--- config.mk ---
export PLATFORM = sky130hd
export DESIGN_NAME = fetch_stage
export DESIGN_NICKNAME = d
export VERILOG_FILES = /design/src/rtl/rv_pkg.sv /design/src/rtl/if_id_reg.sv /design/src/rtl/fetch_stage.sv
export SDC_FILE = /design/constraint.sdc
export NUM_CORES = 1
export LEC_CHECK = 0
export BUFFER_PORTS_ARGS = -buffer_cell sky130_fd_sc_hd__buf_2
export CAP_MARGIN = 5
export CORE_UTILIZATION = 36
export DETAILED_ROUTE_END_ITERATION = 12
export MAX_ROUTING_LAYER = met4
export REMOVE_ABC_BUFFERS = 1
export SLEW_MARGIN = 0
export SYNTH_ARGS = -nofsm -noshare
export SYNTH_HDL_FRONTEND = slang
export SYNTH_SLANG_ARGS = --single-unit
--- constraint.sdc ---
create_clock -name clk -period 2.4 [get_ports clk]
set_input_delay 0.24 -clock clk [delete_from_list [all_inputs] [get_ports clk]]
set_output_delay 0.24 -clock clk [all_outputs]
set_load 0.01 [all_outputs]
--- src/rtl/rv_pkg.sv ---
// Shared RV32I pipeline definitions: widths, the canonical NOP, major opcodes
// and the fetch-stage state type.
package rv_pkg;

  localparam int DEFAULT_XLEN = 32;

  // addi x0, x0, 0 -- the bubble the pipeline registers fall back to
  localparam logic [31:0] NOP_INSTR = 32'h0000_0013;

  localparam logic [6:0] OP_LOAD   = 7'b0000011;
  localparam logic [6:0] OP_STORE  = 7'b0100011;
  localparam logic [6:0] OP_RTYPE  = 7'b0110011;
  localparam logic [6:0] OP_BRANCH = 7'b1100011;
  localparam logic [6:0] OP_ITYPE  = 7'b0010011;
  localparam logic [6:0] OP_JAL    = 7'b1101111;

  typedef enum logic [1:0] {
    IDLE  = 2'd0,
    FETCH = 2'd1,
    WAIT  = 2'd2
  } fetch_state_t;

  function automatic logic [6:0] opcode_of(input logic [31:0] instr);
    return instr[6:0];
  endfunction

endpackage

--- src/rtl/if_id_reg.sv ---
// Generic pipeline register with flush > stall > load priority; a cycle with
// neither flush, stall nor load also produces a bubble.
module if_id_reg #(
  parameter int           W      = 96,
  parameter logic [W-1:0] BUBBLE = '0
) (
  input  logic         clk,
  input  logic         rst_n,
  input  logic         flush,
  input  logic         stall,
  input  logic         load,
  input  logic [W-1:0] data,
  output logic [W-1:0] q,
  output logic         valid
);

  logic [W-1:0] q_reg;
  logic         valid_reg;

  always_ff @(posedge clk or negedge rst_n) begin
    if (!rst_n) begin
      q_reg     <= BUBBLE;
      valid_reg <= 1'b0;
    end else if (flush) begin
      q_reg     <= BUBBLE;
      valid_reg <= 1'b0;
    end else if (stall) begin
      q_reg     <= q_reg;
      valid_reg <= valid_reg;
    end else if (load) begin
      q_reg     <= data;
      valid_reg <= 1'b1;
    end else begin
      q_reg     <= BUBBLE;
      valid_reg <= 1'b0;
    end
  end

  assign q     = q_reg;
  assign valid = valid_reg;

endmodule

--- src/rtl/fetch_stage.sv ---
// RV32I instruction fetch: PC generation, ready-handshake fetch FSM and the
// IF/ID pipeline register feeding Decode.
module fetch_stage
  import rv_pkg::*;
#(
  parameter int              XLEN     = DEFAULT_XLEN,
  parameter logic [XLEN-1:0] RESET_PC = '0
) (
  input  logic            clk,
  input  logic            rst_n,
  input  logic            stall_f,
  input  logic            stall_d,
  input  logic            flush_d,
  input  logic            pc_src_e,
  input  logic [XLEN-1:0] pc_target_e,
  output logic            imem_req,
  output logic [XLEN-1:0] imem_addr,
  input  logic            imem_ready,
  input  logic [31:0]     imem_rdata,
  output logic [31:0]     instr_d,
  output logic [XLEN-1:0] pc_d,
  output logic [XLEN-1:0] pc_plus4_d,
  output logic            valid_d,
  output logic            misalign_err
);

  localparam int PAYLOAD_W = 32 + 2 * XLEN;
  localparam logic [PAYLOAD_W-1:0] BUBBLE_WORD = {NOP_INSTR, {(2 * XLEN){1'b0}}};

  fetch_state_t    state_reg, state_next;
  logic [XLEN-1:0] pc_f_reg, pc_f_next;
  logic            misalign_reg;
  logic [XLEN-1:0] pc_plus4_f;
  logic [XLEN-1:0] target_aligned;
  logic            fetch_done;

  assign pc_plus4_f     = pc_f_reg + XLEN'(4);
  assign target_aligned = {pc_target_e[XLEN-1:2], 2'b00};
  assign fetch_done     = imem_req && imem_ready;

  always_ff @(posedge clk or negedge rst_n) begin
    if (!rst_n) begin
      state_reg    <= IDLE;
      pc_f_reg     <= RESET_PC;
      misalign_reg <= 1'b0;
    end else begin
      state_reg    <= state_next;
      pc_f_reg     <= pc_f_next;
      if (pc_src_e && (pc_target_e[1:0] != 2'b00))
        misalign_reg <= 1'b1;
    end
  end

  always_comb begin
    state_next = state_reg;
    imem_req   = 1'b0;
    case (state_reg)
      IDLE: begin
        state_next = FETCH;
      end
      FETCH: begin
        imem_req = 1'b1;
        if (!pc_src_e && !imem_ready)
          state_next = WAIT;
      end
      WAIT: begin
        imem_req = 1'b1;
        if (pc_src_e || imem_ready)
          state_next = FETCH;
      end
      default: state_next = IDLE;
    endcase
  end

  // A redirect outranks every hold condition, including stall_f.
  always_comb begin
    pc_f_next = pc_f_reg;
    if (pc_src_e)
      pc_f_next = target_aligned;
    else if (!stall_f && fetch_done)
      pc_f_next = pc_plus4_f;
  end

  assign imem_addr    = pc_f_reg;
  assign misalign_err = misalign_reg;

  logic [PAYLOAD_W-1:0] if_id_data;
  logic [PAYLOAD_W-1:0] if_id_q;

  assign if_id_data = {imem_rdata, pc_f_reg, pc_plus4_f};

  // The word returned alongside a redirect is wrong-path, so pc_src_e flushes too.
  if_id_reg #(
    .W      (PAYLOAD_W),
    .BUBBLE (BUBBLE_WORD)
  ) u_if_id (
    .clk   (clk),
    .rst_n (rst_n),
    .flush (flush_d || pc_src_e),
    .stall (stall_d),
    .load  (fetch_done && !stall_f),
    .data  (if_id_data),
    .q     (if_id_q),
    .valid (valid_d)
  );

  assign instr_d    = if_id_q[PAYLOAD_W-1 -: 32];
  assign pc_d       = if_id_q[2*XLEN-1 -: XLEN];
  assign pc_plus4_d = if_id_q[XLEN-1:0];

endmodule

==> flow_summary.toml, run 1 <==
[floorplanning]
die_h_um = 129
core_area_sq_um = 15800
ios = 202
dieArea_sq_um = 16700
die_x_um = 129
initial_core_util_pct = 36.8
num_rows = 46

[setup_path]
arrival_ns = 2.40
cp-end-kind = "flop"
max_stage_delay_ns = 0.48
reg2reg_depth = 7
path_max_fanout = 10
crit_buf_inv = 2
crit_chain = "inv_1 > ha_1 > and3b_1 > buf_4 > nand4_1 > xor2_1 > o21ai_0"
path_class = "flop to flop"
cp_top_family = "simple AND/OR/NAND/NOR gates"
crit_cells = 7
cp-start-kind = "flop"
slowest_stage = "and3b_1"
crit_required_ns = 2.73

[sta]
hold_violations = 0
max_freq_ghz = 0.483
finalSetupViolations = 0
layout_setup_ws_ns = 0.328
slew_headroom_pct = 57.3
finClkSkew_ns = 0.00951
slew_violations = 0
tightestPinTransition_ns = 0.640
fin_setup_tns_ns = 0
rsz0062_at_grt = "no"
timing.final.crit_share_pct = 86.3
fin_crit_ns = 2.07

[global_route]
antenna_found_initial = 0
grt_usage_pct = 19.8
grt_overflow = 0
first_global_vias = 4594
grt_pass1_wl_um = 24200
grt_max_degree = 63

[synth]
synth_top_area_cell = "dfrtp_1"
synth_flop_cell = "dfrtp_1"
synth_cells = 535
synth_top_area_share_pct = 53.3
yosys-top-cells-area = "dfrtp_1 53%, a22o_1 9.0%, xor2_1 5.4%"
synth-seq-area-share_pct = 54.6
ys_async_sr_fraction_pct = 100
syn_area_sq_um = 5820
syn_avg_cell_area_sq_um = 10.9
ys_ff_latch = 127
synth_edf_count = 0
netlist-cell-type-count = 44
synth_most_common_cell = "dfrtp_1"
yosysWarnings = 0
synth_commonest_cells = "124 x dfrtp_1, 82 x nand2_1, 60 x a22o_1"

[clocking]
htreeDepth = 4
cts_buffers = 17
path_clk_slew_ns = 0.06
cts-root-buf = "clkbuf_16"
cts_resized = 0
clock-sinks = 127
clock_path_buffers = 2
cts_tree = "built"
clk_latency_ns = 0.41

[drt]
dr.pass1.iters = 4
vias = 4720
drt-initial-drc-count = 173
routedWlPerCell_um = 16.8
route.detailed.drc = 0
wirelength_um = 15900
vias_per_cell = 4.98
antenna_left = 0

[layout]
nFillCells = 1484
largest_reg_flops = 93
antenna_cells = 0
area_delta_synth_final_pct = 29.9
nNetsFinal = 794
drive_gt1_share_pct = 37.2

[placement]
port_buffers = 199
dp_slack_ns = 0.261
place_congestion = 0.762
place_hpwl_um = 11000

[power]
power_density_nw_per_um2 = 740
p_leak_nw = 3.74
irDropWorstVdd_v = 0.000454

[worst_hold_path]
hold_path.class = "input pin to flop"
holdPathStages = 3

[flow_run]
cap_violations = 0

[status]
status = "finished, final reports clean"
==> through the flow <==
stage / power [mW] / area [sq um] / hold WS [ns] / std cells / util [%]
3_5_place_dp: 3.22 / 6990 / 0.250 / 915 / 44.2
2_1_floorplan: 2.82 / 5570 / -0.0556 / 485 / -
4_1_cts: 5.68 / 7570 / 0.0239 / 948 / 47.8
6_report: 5.60 / 7570 / 0.0404 / 948 / 47.8
5_1_grt: 5.86 / 7570 / 0.0247 / 948 / 47.8
3_3_place_gp: 3.19 / 6990 / 0.235 / 915 / 44.2
==> worst register-to-register path: stages, from the launching register on <==
cell and delay, ns:
dfrtp_1 0.40, inv_1 0.08, ha_1 0.36, and3b_1 0.48
buf_4 0.24, nand4_1 0.11, xor2_1 0.18, o21ai_0 0.15
==> layout make-up <==
type / count / area (sq um) / area share (%)
sequential: 127 / 3180 / 42.1
multi-input combinational: 354 / 2380 / 31.5
timing repair buffer: 215 / 1150 / 15.2
clock buffer: 19 / 453 / 5.99
tap: 216 / 270 / 3.57
clock inverter: 13 / 111 / 1.47
inverter: 4 / 15.0 / 0.198
==> per-layer routing <==
layer | global-route usage [%] | vias to the layer above | wire (um)
met1 | 24.8 | 2294 | 7350
met4 | 6.64 | 0 | 190
met5 | - | - | 0
met2 | 31.5 | 168 | 7430
li1 | - | 2242 | -
met3 | 4.71 | 16 | 912
==> power by group <==
part,switching (mW),internal [mW]
clock,0.960,1.47
combinational,0.441,0.318
sequential,0.165,2.24
total,1.57,4.04
==> cells in the final DEF (no fill, tap or decap), drive strengths merged, types with 10 or more instances in the layout <==
cell	instances
clkbuf	19
xnor2	21
nor2	10
o21ai	61
dfrtp	124
a22o	60
nand4	19
nor3	10
nand3	19
buf	214
xor2	36
nand2	82
==> kinds of logic after synthesis <==
logic type	count (synthesis)	share of synthesized area (%)
AND/OR/NAND/NOR	162	15.6
flip-flops	127	54.6
AO/OA/AOI/OAI	126	15.1
XOR/XNOR	57	8.57
buffers and inverters	55	4.66
adder cells (fa/ha/maj)	4	0.860
multiplexers	3	0.537
other	1	0.0644
==> repair_timing <==
action / CTS / global route
endpoints found under the setup margin: 0 / 0
hold endpoints to repair: 52 / 0
hold buffers: 1 / 0
buffers inserted: 0 / 0
==> final timing paths <==
path | slack (ns) | from | end
min in group asynchronous | 0.38 | rst_n | u_if_id.q[69]
max | 0.33 | state_reg[1] | imem_addr[11]
min | 0.04 | pc_target_e[29] | imem_addr[29]
min reg2reg | 0.46 | misalign_err | misalign_err
max in group asynchronous | 1.29 | rst_n | u_if_id.q[75]
max reg2reg | 0.33 | state_reg[1] | imem_addr[11]
Note: power is estimated with default switching activity, not from simulation.
==> run 2: changes to the inputs <==
Settings changed: CAP_MARGIN 5 to 10, SETUP_SLACK_MARGIN from default to 0.4.
==> run 2 against run 1 <==
Hold slack got worse by 0.0022 ns. Sequential share of layout area shrank 0.46 points. Via count is 0.68% higher. Clock power about the same. Non-clock buffer count is 4 higher. Critical path depth rose by 1. Fmax rose by 9.7%. Sequential power about the same. Cell count grew 0.42%. Flip-flop and latch count unchanged. Total power up 0.91%. Critical path type unchanged. Largest cell class unchanged.
==> flow_summary.toml, run 2 (synthesis results as in run 1) <==
[sta]
whs_ns = 0.0382
timing.final.crit_share_pct = 78.7
max_freq_ghz = 0.530
fin_crit_ns = 1.89
slew_headroom_pct = 57.2
slew_violations = 0
fin_setup_tns_ns = 0
tightestPinTransition_ns = 0.643
finalSetupViolations = 0
finClkSkew_ns = 0.00956
rsz0062_at_grt = "yes"
hold_violations = 0

[placement]
place_hpwl_um = 11000
place_congestion = 0.762
port_buffers = 199
place_inst = 915

[setup_path]
cp-start-kind = "flop"
path_class = "flop to flop"
path_max_fanout = 8
arrival_ns = 2.16
cp-end-kind = "flop"
crit_required_ns = 2.67

[flow_run]
cap_violations = 0

[clocking]
clk_latency_ns = 0.42
clock-sinks = 127
cts_tree = "built"
htreeDepth = 4
cts-root-buf = "clkbuf_16"
clock_path_buffers = 2
cts_buffers = 17
path_clk_slew_ns = 0.06

[layout]
drive_gt1_share_pct = 37.9
final_util_pct = 48.4
largest_reg_flops = 93
nNetsFinal = 798
finalNonFillerCells = 952
layout_common_cells = "198 x buf_2, 122 x dfrtp_1, 82 x nand2_1"
antenna_cells = 0
final_common_cell = "buf_2"
area_delta_synth_final_pct = 31.5

[drt]
vias_per_cell = 4.99
drt-initial-drc-count = 185
wirelength_um = 16000
antenna_left = 0
vias = 4752
route.detailed.drc = 0
routedWlPerCell_um = 16.8
dr.pass1.iters = 4

[power]
p_leak_nw = 3.82
irDropWorstVdd_v = 0.000458
power_density_nw_per_um2 = 738

[floorplanning]
num_rows = 46
die_h_um = 129
ios = 202
dieArea_sq_um = 16700
die_x_um = 129
core_area_sq_um = 15800
initial_core_util_pct = 36.8

[status]
status = "finished, final reports clean"

[global_route]
grt_max_degree = 63
grt_overflow = 0
first_global_vias = 4602
grt_pass1_wl_um = 24300
grt_usage_pct = 19.9
antenna_found_initial = 0

[worst_hold_path]
hold_path.class = "input pin to flop"
==> run 2: area by class of cell <==
type                       count  area (sq um)
tap                          216           270
multi-input combinational    354          2420
clock inverter                13           111
timing repair buffer         219          1200
inverter                       4          15.0
clock buffer                  19           453
sequential                   127          3180
fill                        1476          8170
==> run 2: worst max-delay path: stages (launching register included) <==
cell	delay, ns
dfrtp_1	0.40
inv_1	0.08
ha_1	0.34
and3b_2	0.28
buf_12	0.15
and3_1	0.17
nand3_1	0.09
xor2_1	0.16
o21ai_1	0.07
==> run 2: power by group <==
| group | switching [mW] | total, mW | internal, mW |
|---|---|---|---|
| Clock | 0.964 | 2.44 | 1.47 |
| Combinational | 0.456 | 0.805 | 0.349 |
| Sequential | 0.165 | 2.41 | 2.25 |
| Total | 1.59 | 5.65 | 4.07 |
==> run 2: final timing paths <==
| check | startpoint | endpoint | slack [ns] | depth (start not counted) |
|---|---|---|---|---|
| max in group asynchronous | rst_n | u_if_id.q[75] | 1.29 | 3 |
| min in group asynchronous | rst_n | u_if_id.q[69] | 0.38 | 2 |
| worst max-delay path | state_reg[1] | imem_addr[23] | 0.51 | 8 |
| worst min-delay path | pc_target_e[29] | imem_addr[29] | 0.04 | 3 |
| worst min register to register | misalign_err | misalign_err | 0.46 | 1 |
| worst max register to register | state_reg[1] | imem_addr[23] | 0.51 | 8 |
==> run 2: stage by stage <==
step | setup slack, ns | power (mW) | cell area [sq um]
after floorplan | -1.33 | 2.82 | 5570
after global placement | 0.357 | 3.19 | 6990
after global routing | 0.395 | 5.91 | 7660
after CTS | 0.420 | 5.68 | 7580
final | 0.512 | 5.65 | 7660
after detailed placement | 0.261 | 3.22 | 6990
==> run 2: metal layers <==
layer	part of all wire (%)	vias to the layer above	track usage [%]
li1	-	2251	-
met1	46	2324	24.8
met2	47	163	31.6
met3	5.6	14	4.71
met4	1.2	0	6.64
met5	0	-	-
==> run 2: what timing repair did <==
action / CTS / global route
pin swaps: 0 / 2
endpoints found under the setup margin: 49 / 64
buffers inserted: 0 / 4
hold buffers: 1 / 0
hold endpoints to repair: 52 / 0
gates resized for setup: 3 / 9
